**src/rtl/vga_timing_detect.sv**
```systemverilog
// Receive-side VGA timing detector: measures line/frame periods, locks after consistent
// frames and regenerates active-area coordinates. Define VGA_POLARITY_DETECT_EN for sync polarity auto-detect.
module vga_timing_detect #(
  parameter int H_ACTIVE    = 1024,
  parameter int V_ACTIVE    = 768,
  parameter int H_OFFSET    = 297,
  parameter int V_OFFSET    = 35,
  parameter int LOCK_FRAMES = 2
) (
  input  logic        i_clk,
  input  logic        i_rst,
  input  logic        i_pix_stb,
  input  logic        i_hs,
  input  logic        i_vs,
  output logic        o_locked,
  output logic [11:0] o_h_total,
  output logic [10:0] o_v_total,
  output logic [10:0] o_x,
  output logic [10:0] o_y,
  output logic        o_active,
  output logic        o_frame_start,
  output logic        o_err
`ifdef VGA_POLARITY_DETECT_EN
  ,
  output logic        o_hs_pol,
  output logic        o_vs_pol
`endif
);

  localparam logic [11:0] H_LO      = 12'(H_OFFSET);
  localparam logic [11:0] H_HI      = 12'(H_OFFSET + H_ACTIVE);
  localparam logic [10:0] V_LO      = 11'(V_OFFSET);
  localparam logic [10:0] V_HI      = 11'(V_OFFSET + V_ACTIVE);
  localparam logic [7:0]  LOCK_N    = 8'(LOCK_FRAMES);
  localparam logic [11:0] HPOS_MAX  = 12'hFFF;
  localparam logic [10:0] VLINE_MAX = 11'h7FF;

  typedef enum logic [1:0] {SEARCH, MEASURE, LOCKED} state_t;
  state_t state, state_nxt;

  logic        hs_hist, vs_hist, hs_pol, vs_pol, pol_change;
  logic        hs_start, vs_start;
  logic [11:0] hpos, hpos_nxt, line_len, last_len, h_cand, prev_h;
  logic [10:0] vline, vline_nxt, line_cnt, v_cand, prev_v;
  logic [10:0] x_nxt, y_nxt;
  logic        vs_seen, lines_bad, lines_bad_cls, prev_valid, match_ok;
  logic [7:0]  match_cnt, cnt_nxt;
  logic        lock_hit, loss, err_now, locked_nxt, latch_tot, active_nxt;

  function automatic logic [11:0] sat_inc12(input logic [11:0] v);
    return (v == HPOS_MAX) ? v : v + 12'd1;
  endfunction

  function automatic logic [10:0] sat_inc11(input logic [10:0] v);
    return (v == VLINE_MAX) ? v : v + 11'd1;
  endfunction

  // History regs hold raw pin levels; polarity is applied on both sides of the edge test.
  assign hs_start = i_pix_stb & (hs_hist ^ hs_pol) & ~(i_hs ^ hs_pol);
  assign vs_start = i_pix_stb & (vs_hist ^ vs_pol) & ~(i_vs ^ vs_pol);

  always_comb begin
    line_len      = sat_inc12(hpos);
    // The first line closed after a vsync start straddles the frame edge, so it only seeds the compare.
    lines_bad_cls = lines_bad | (hs_start & ~vs_seen & (line_len != last_len));
    h_cand        = hs_start ? line_len : last_len;
    v_cand        = hs_start ? sat_inc11(line_cnt) : line_cnt;
    hpos_nxt      = hpos;
    vline_nxt     = vline;
    if (i_pix_stb) begin
      hpos_nxt = hs_start ? 12'd0 : sat_inc12(hpos);
      if (hs_start) vline_nxt = vs_seen ? 11'd0 : sat_inc11(vline);
    end
    match_ok = ~lines_bad_cls & ~pol_change &
               (~prev_valid | ((h_cand == prev_h) & (v_cand == prev_v)));
    cnt_nxt  = match_cnt;
    if (state != MEASURE)  cnt_nxt = 8'd0;
    else if (vs_start)     cnt_nxt = match_ok ? match_cnt + 8'd1 : 8'd0;
    lock_hit = (state == MEASURE) & vs_start & (cnt_nxt >= LOCK_N);
    loss     = (hs_start & (line_len != o_h_total)) |
               (vs_start & ((v_cand != o_v_total) | pol_change)) |
               (i_pix_stb & ~hs_start & (hpos == HPOS_MAX - 12'd1));
  end

  always_ff @(posedge i_clk) begin
    if (i_rst) state <= SEARCH;
    else       state <= state_nxt;
  end

  always_comb begin
    state_nxt = state;
    case (state)
      SEARCH:  if (vs_start) state_nxt = MEASURE;
      MEASURE: if (lock_hit) state_nxt = LOCKED;
      LOCKED:  if (loss)     state_nxt = SEARCH;
      default:               state_nxt = SEARCH;
    endcase
  end

  always_comb begin
    err_now    = (state == LOCKED) & loss;
    latch_tot  = lock_hit;
    locked_nxt = (state_nxt == LOCKED);
    active_nxt = locked_nxt & (hpos_nxt >= H_LO) & (hpos_nxt < H_HI) &
                 (vline_nxt >= V_LO) & (vline_nxt < V_HI);
    x_nxt      = active_nxt ? 11'(hpos_nxt - H_LO) : 11'd0;
    y_nxt      = active_nxt ? (vline_nxt - V_LO) : 11'd0;
  end

  always_ff @(posedge i_clk) begin
    if (i_rst) begin
      hs_hist       <= 1'b1;
      vs_hist       <= 1'b1;
      hpos          <= '0;
      vline         <= '0;
      last_len      <= '0;
      line_cnt      <= '0;
      lines_bad     <= 1'b0;
      vs_seen       <= 1'b0;
      prev_h        <= '0;
      prev_v        <= '0;
      prev_valid    <= 1'b0;
      match_cnt     <= '0;
      o_h_total     <= '0;
      o_v_total     <= '0;
      o_locked      <= 1'b0;
      o_active      <= 1'b0;
      o_x           <= '0;
      o_y           <= '0;
      o_frame_start <= 1'b0;
      o_err         <= 1'b0;
    end else if (i_pix_stb) begin
      hs_hist   <= i_hs;
      vs_hist   <= i_vs;
      hpos      <= hpos_nxt;
      vline     <= vline_nxt;
      match_cnt <= cnt_nxt;
      if (hs_start) last_len <= line_len;
      // Line closed on this strobe belongs to the frame that vsync closes.
      if (vs_start) begin
        line_cnt   <= '0;
        lines_bad  <= 1'b0;
        vs_seen    <= 1'b1;
        prev_h     <= h_cand;
        prev_v     <= v_cand;
        prev_valid <= (state != SEARCH);
      end else begin
        lines_bad <= lines_bad_cls;
        if (hs_start) begin
          line_cnt <= sat_inc11(line_cnt);
          vs_seen  <= 1'b0;
        end
      end
      if (latch_tot) begin
        o_h_total <= h_cand;
        o_v_total <= v_cand;
      end
      o_locked      <= locked_nxt;
      o_active      <= active_nxt;
      o_x           <= x_nxt;
      o_y           <= y_nxt;
      o_frame_start <= vs_start;
      o_err         <= err_now;
    end else begin
      o_frame_start <= 1'b0;
      o_err         <= 1'b0;
    end
  end

`ifdef VGA_POLARITY_DETECT_EN
  logic [11:0] hs_low_cnt, hs_low_last, hs_low_cls;
  logic [10:0] vs_low_lines, vs_low_cls;
  logic        hs_pol_new, vs_pol_new;

  // Raw low time per line and raw low lines per frame decide which level is the sync pulse.
  always_comb begin
    hs_low_cls = hs_start ? hs_low_cnt : hs_low_last;
    vs_low_cls = (hs_start & ~i_vs) ? sat_inc11(vs_low_lines) : vs_low_lines;
    hs_pol_new = {hs_low_cls, 1'b0} > {1'b0, h_cand};
    vs_pol_new = {vs_low_cls, 1'b0} > {1'b0, v_cand};
    pol_change = vs_start & ((hs_pol_new != hs_pol) | (vs_pol_new != vs_pol));
  end

  always_ff @(posedge i_clk) begin
    if (i_rst) begin
      hs_low_cnt   <= '0;
      hs_low_last  <= '0;
      vs_low_lines <= '0;
      hs_pol       <= 1'b0;
      vs_pol       <= 1'b0;
    end else if (i_pix_stb) begin
      if (hs_start) begin
        hs_low_last <= hs_low_cnt;
        hs_low_cnt  <= {11'd0, ~i_hs};
      end else if (!i_hs) begin
        hs_low_cnt <= sat_inc12(hs_low_cnt);
      end
      vs_low_lines <= vs_start ? 11'd0 : vs_low_cls;
      if (vs_start) begin
        hs_pol <= hs_pol_new;
        vs_pol <= vs_pol_new;
      end
    end
  end

  assign o_hs_pol = hs_pol;
  assign o_vs_pol = vs_pol;
`else
  assign hs_pol     = 1'b0;
  assign vs_pol     = 1'b0;
  assign pol_change = 1'b0;
`endif

endmodule
```
**config.mk**
```make
export PLATFORM = sky130hd
export DESIGN_NAME = vga_timing_detect
export DESIGN_NICKNAME = d
export VERILOG_FILES = /design/src/rtl/vga_timing_detect.sv
export SDC_FILE = /design/constraint.sdc
export NUM_CORES = 1
export LEC_CHECK = 0
export ABC_CLOCK_PERIOD_IN_PS = 4900
export CAP_MARGIN = 20
export CORE_MARGIN = 5
export CORE_UTILIZATION = 47
export DETAILED_ROUTE_END_ITERATION = 8
export PLACE_DENSITY = 0.66
export REMOVE_ABC_BUFFERS = 1
export SYNTH_ARGS = -nofsm -noshare
export SYNTH_HDL_FRONTEND = slang
export SYNTH_SLANG_ARGS = --single-unit
```
**constraint.sdc**
```tcl
create_clock -name i_clk -period 4.9 [get_ports i_clk]
set_input_delay 0.98 -clock i_clk [delete_from_list [all_inputs] [get_ports i_clk]]
set_output_delay 0.98 -clock i_clk [all_outputs]
set_load 0.1 [all_outputs]
```
[Yosys cells after proc, flatten, opt, wreduce, memory -nomap -nowiden]
Index checks and enable logic that the tools add are counted.
W data, S select, Z words.
Word-level totals
  bits of input ports: 5
  memory bits (read-only): 0
  bits in registers: 133
  bits in latches: 0
  RAM bits: 0
  memories: 0
  word-level logic and storage cells: 105
Operators by class
  reductions and logical operators: 7
  divide/modulo/power cells: 0
  $add $sub $neg: 6
  shift operators: 0
  bitwise operators: 30
  multiplexer cells: 23
  $lt $le $gt $ge: 5
  multipliers: 0
  equality and inequality tests: 13
Operator list (count)
  $mux W11: 9
  $mux W12: 4
  $eq A12 B12 Y1 const B: 2
  $mux W8: 3
  $ne A12 B12 Y1: 2
  $add A11 B1 Y11 const B: 2
  $eq A11 B11 Y1 const B: 2
  $and A1 B1 Y1: 19
  $add A12 B1 Y12 const B: 1
  $eq A12 B12 Y1: 1
  $ge A12 B9 Y1 const B: 1
  $lt A12 B11 Y1 const B: 1
  $eq A11 B11 Y1: 1
  $ge A11 B6 Y1 const B: 1
  $lt A11 B10 Y1 const B: 1
  $ne A11 B11 Y1: 1
  $sub A11 B6 Y11 const B: 1
  $sub A11 B9 Y11 const B: 1
  $add A8 B1 Y8 const B: 1
  $ge A8 B2 Y1 const B: 1
  $not A1 Y1: 7
  $mux W2: 3
  $pmux W2 S3: 1
  $reduce_and A2 Y1: 3
  other kinds (8): 15

[Longest topological paths before layout]
  depth after elaboration: 20
  depth in mapped cells: 17
  gate-level depth less buffers: 13

[Least setup slack after synthesis]
Ideal clock, no wire load.
  kind: input -> register
  from: in i_pix_stb
  to: reg o_y[9]
  stages on the path: 17
  path slack: 566 ps
  required time: 4833 ps
  library setup time: 67 ps
  data arrival time: 4267 ps
  cell sequence: buf_2 nand3b_1 buf_2 clkbuf_1 buf_2 buf_1 clkbuf_1 nand2_1 o21ai_0 ha_1 nand2_1 nor3_1 or4_1 nand4_1 or4_4 buf_6 o21ai_2
Between the ends
  elaborated cells between the ends (all ways): 48
  classes of those cells: add/sub (1); order compare (5); eq/ne (4); mux (14); bitwise (24)
RTL lines
  start, declared: RTL line 12  | input logic i_pix_stb,
  $and A1 B1 Y1 (2 in series): RTL line 59  | assign hs_start = i_pix_stb & (hs_hist ^ hs_pol) & ~(i_hs ^ hs_pol);
  $mux W11: RTL line 72  | if (hs_start) vline_nxt = vs_seen ? 11'd0 : sat_inc11(vline);
  $mux W11 (*): RTL line 70  | if (i_pix_stb) begin
  named net vline_nxt[0]: RTL line 44  | logic [10:0] vline, vline_nxt, line_cnt, v_cand, prev_v;
  $ge A11 B6 Y1: RTL line 105  | (vline_nxt >= V_LO) & (vline_nxt < V_HI);
  $and A1 B1 Y1: RTL line 104  | active_nxt = locked_nxt & (hpos_nxt >= H_LO) & (hpos_nxt < H_HI) &
  $and A1 B1 Y1: RTL line 105
  $mux W11 (*): RTL line 107  | y_nxt = active_nxt ? (vline_nxt - V_LO) : 11'd0;
  end signal, assigned: RTL line 161  | o_y <= y_nxt;
  end, declared: RTL line 19  | output logic [10:0] o_y,
The timed path passes the listed nets; every way through them passes the cells marked *.
A chain may end at the register's enable or synchronous reset.

[Worst setup path after layout]
  from: in i_pix_stb
  to: reg o_y[10]
Between the ends
  cells in the longest elaborated chain, start to end: 20
  elaborated cells between the ends (all ways): 48
  classes of those cells: add/sub (1); order compare (5); eq/ne (4); mux (14); bitwise (24)
Ends and longest elaborated chain
  $and A1 B1 Y1 (2 in series): RTL line 59
  $mux W12, or another cell as far along
  $eq A12 B12 Y1, or another cell as far along: RTL line 75  | (~prev_valid | ((h_cand == prev_h) & (v_cand == prev_v)));
  $and A1 B1 Y1 / $or A1 B1 Y1 (equally long branches): RTL line 75, 65
  $or A1 B1 Y1 / $not A1 Y1 (equally long branches): RTL line 75, 74
  $and A1 B1 Y1: RTL line 74  | match_ok = ~lines_bad_cls & ~pol_change &
  $mux W8 (2 in series): RTL line 78  | else if (vs_start) cnt_nxt = match_ok ? match_cnt + 8'd1 : 8'd0;
  $mux W8: RTL line 77  | if (state != MEASURE) cnt_nxt = 8'd0;
  $ge A8 B2 Y1: RTL line 79  | lock_hit = (state == MEASURE) & vs_start & (cnt_nxt >= LOCK_N);
  $and A1 B1 Y1: RTL line 79
  $mux W2: RTL line 94  | MEASURE: if (lock_hit) state_nxt = LOCKED;
  $pmux W2 S3: RTL line 92  | case (state)
  $eq A2 B2 Y1: RTL line 103  | locked_nxt = (state_nxt == LOCKED);
  $and A1 B1 Y1 (3 in series): RTL line 104
  $and A1 B1 Y1: RTL line 105
  $mux W11: RTL line 107
Parallel ways exist; a longest one is shown, timed or not.

==> Implementation_results.wiki <==
{| class="wikitable"
! Metric !! Value
|-
| Initial drt markers || 900
|-
| Fin nets || 1073
|-
| Min cycle time layout || 4480 ps
|-
| Final-layout worst hold slack || 449 ps
|-
| Area added between synthesis and finish || 20.1%
|-
| Slack of the worst reg-to-reg path || 600 ps
|-
| Syn_area_per_cell || 7.82 um^2
|-
| CP endpoint kind || flop
|-
| Global-route wire length before repair || 38200 um
|-
| Starting Density || 47.7%
|-
| CTS Root Buffer Type || sky130_fd_sc_hd__clkbuf_16
|-
| CTS sink cnt || 133
|-
| H-tree depth || 4
|-
| Startpoint of the most critical register-to-register path || hpos[5]$_SDFFE_PP0P_
|-
| Core region area || 0.0165 mm^2
|-
| Number of maximum-capacitance constraint violations || 0
|-
| Data arrival time of the worst path || 4820 ps
|-
| Worst reg-to-reg path cell count || 10
|-
| Die Wd || 139 um
|-
| Peak clock frequency supported by timing || 223 MHz
|-
| Hold Path Class || flop to flop
|-
| Portion of the clock cycle consumed by the worst path in the final layout || 91.3%
|-
| Synthesis warning total || 0
|-
| Total vias in the final route || 7711
|-
| Data required, critical path || 5250 ps
|-
| Setup Skew || 6.35 ps
|-
| Final Core Density || 57.3%
|-
| Register area share after synthesis || 33.9%
|-
| Post-DRT Antenna Nets || 0
|-
| Peak ir drop on the vdd network || 0.241 mV
|-
| Final hold viol count || 0
|-
| Average via count per standard cell || 5.96
|-
| DIE AREA || 0.0194 mm^2
|-
| Register bit count reported by yosys || 133
|-
| Routability congestion estimate || 0.970
|-
| CP startpoint || i_pix_stb
|-
| Top flip-flop cell by instance count after synthesis || sky130_fd_sc_hd__dfxtp_1
|-
| Final count of negative-setup-slack endpoints || 0
|-
| # hold bufs at CTS || 0
|-
| Resize count post-CTS || 0
|-
| Most frequent cells in the layout || 133 x sky130_fd_sc_hd__dfxtp_1, 125 x sky130_fd_sc_hd__nor2_1, 101 x sky130_fd_sc_hd__nand2_1, 62 x sky130_fd_sc_hd__a21oi_1, 52 x sky130_fd_sc_hd__clkdlybuf4s50_1
|-
| Total design power || 0.00274 W
|-
| Count of buffers inserted at the top-level ports || 53
|-
| Placed wire-length estimate after detailed placement || 16900 um
|-
| Relative slew margins || 32.6%
|-
| Drc violations || 0
|-
| Gr ovfl total || 0
|-
| Setup crit start kind || input port
|-
| Commonest non-fill, non-tap cell in the layout || sky130_fd_sc_hd__dfxtp_1
|-
| Static power due to leakage || 3.42 nW
|-
| Clock buffers created by TritonCTS || 17
|-
| Gr usage total || 23.8%
|-
| Post-synth ARST share || 0%
|-
| Clock-pin slew on the worst setup and hold paths || 60 ps
|-
| Cell area after synthesis || 0.00785 mm^2
|-
| Post-synth EDFFs || 0
|-
| Total non-filler cell area in the finished layout || 0.00943 mm^2
|-
| Top cell type by total area after synthesis || sky130_fd_sc_hd__dfxtp_1
|-
| Vertical die dimension || 139 um
|-
| Area fraction of the dominant cell type after synthesis || 33.9%
|-
| Number of global-route vias before repair || 7136
|-
| Initial antenna violation count || 0
|-
| I/O pin count || 54
|-
| Number of setup buffers added after CTS || 0
|-
| Final setup TNS || 0 ps
|-
| Crit path to || o_y[10]$_SDFFE_PP0P_
|-
| Critical path start-end classification || input port to flop
|-
| Reg-to-reg endpoint || o_y[10]$_SDFFE_PP0P_
|-
| Clk_lat worst skew || 420 ps
|-
| Detailed-route wire length per cell || 18.0 um
|-
| Power density over the cells || 291 mW/mm^2
|-
| CTS max path bufs || 2
|-
| TritonCTS clock tree || built
|-
| Number of pins exceeding their max-slew limit in the final report || 0
|-
| Number of distinct library cells after synthesis || 76
|-
| Top cells by area, synth || sky130_fd_sc_hd__dfxtp_1 34%, sky130_fd_sc_hd__nor2_1 6.0%, sky130_fd_sc_hd__nand2_1 4.8%
|-
| Unrepaired setup endpoints after global routing || no
|-
| Biggest fanout along the worst timing path || 23
|-
| Synthesized instance count || 1004
|-
| Number of rows in the core area || 47
|-
| Maximum number of pins on one net before global-route repair || 76
|-
| Final wirelength || 23300 um
|-
| Share of post-route cells with drive strength above 1 || 11.6%
|-
| Total cell area at the placement stage || 0.00877 mm^2
|-
| Outcome || finished, final reports clean
|-
| Transition time at the pin with the least slew margin || 1010 ps
|-
| Drt pass-1 iters || 6
|}
==> cells in the mapped netlist, drive strengths merged (7+ instances only) <==
library cell,count
dfxtp,133
nor2,126
nand2,101
o21ai,65
a21oi,63
clkbuf,49
xor2,32
nand3,31
o31ai,25
xnor2,25
nor3,24
a211oi,23
nand3b,23
inv,22
nand4,20
buf,18
nor2b,18
nor4,18
and3,17
a31oi,11
mux2i,11
o211ai,10
or3,9
a211o,8
and4,8
ha,8
and2,7
or2,7
or4,7
==> through the flow <==
stage,instances,worst slack [ps]
finish,1293,425
global route,1292,184
CTS,1292,404
detailed placement,1261,-40.1
global placement,1261,98.8
floorplan,937,-578
==> sequential cells by signal (all words and copies together), names as in the netlist, 2 cells and up <==
| name | flops |
|---|---|
| hpos | 12 |
| last_len | 12 |
| line_cnt | 11 |
| match_cnt | 8 |
| o_h_total | 12 |
| o_v_total | 11 |
| o_x | 11 |
| o_y | 11 |
| prev_h | 12 |
| prev_v | 11 |
| state | 2 |
| vline | 11 |
==> power by group <==
group	internal [W]	switching (W)
logic	0.0000769	0.000125
clock network	0.000928	0.000493
registers	0.00110	0.0000200
==> per-layer routing <==
metal | GRT usage, % | share of wire [%] | vias to the layer above
met3 | 5.28 | 6.1 | 50
li1 | - | - | 3770
met2 | 37.3 | 45 | 281
met5 | 0 | 0 | -
met1 | 32.9 | 46 | 3610
met4 | 7.36 | 2.8 | 0
==> worst min-delay path by stage <==
stage	endpoint	slack [ps]	depth (start not counted)	startpoint
after floorplan	prev_v[7]$_SDFFE_PP0P_	440	2	prev_v[7]$_SDFFE_PP0P_
after global placement	o_active$_SDFFE_PP0P_	430	2	o_active$_SDFFE_PP0P_
after detailed placement	o_x[1]$_SDFFE_PP0P_	440	2	o_x[1]$_SDFFE_PP0P_
after CTS	o_active$_SDFFE_PP0P_	450	2	o_active$_SDFFE_PP0P_
after global routing	o_x[9]$_SDFFE_PP0P_	470	2	o_x[9]$_SDFFE_PP0P_
final	o_x[1]$_SDFFE_PP0P_	450	2	o_x[1]$_SDFFE_PP0P_
==> area by class of cell <==
cell class | count | area (um^2)
fillers | 1560 | 7040
multi-input cells | 782 | 4830
flip-flops and latches | 133 | 2660
repair buffers | 104 | 923
clock buffers | 19 | 453
well taps | 220 | 275
clock inverters | 12 | 201
inverters | 22 | 82.6
diodes | 1 | 2.50
==> cell families after synthesis <==
family          after synthesis  synth area share, %
buf+inv                      89                 4.67
simple gates                435                 27.8
fa+ha+maj                     8                 1.28
compound gates              267                 23.5
mux                          13                 1.85
xor+xnor                     59                 6.95
flops                       133                 33.9
==> critical path, stage by stage <==
cell,delay [ps]
sky130_fd_sc_hd__clkdlybuf4s50_1,650
sky130_fd_sc_hd__nand4b_1,210
sky130_fd_sc_hd__a2111oi_2,420
sky130_fd_sc_hd__or2_2,220
sky130_fd_sc_hd__xor2_1,210
sky130_fd_sc_hd__o2111ai_1,150
sky130_fd_sc_hd__or4_4,450
sky130_fd_sc_hd__o41ai_4,350
sky130_fd_sc_hd__a31oi_1,180
sky130_fd_sc_hd__or4_4,760
sky130_fd_sc_hd__o21ai_0,230
No activity file was read; power rests on OpenSTA's default activity.
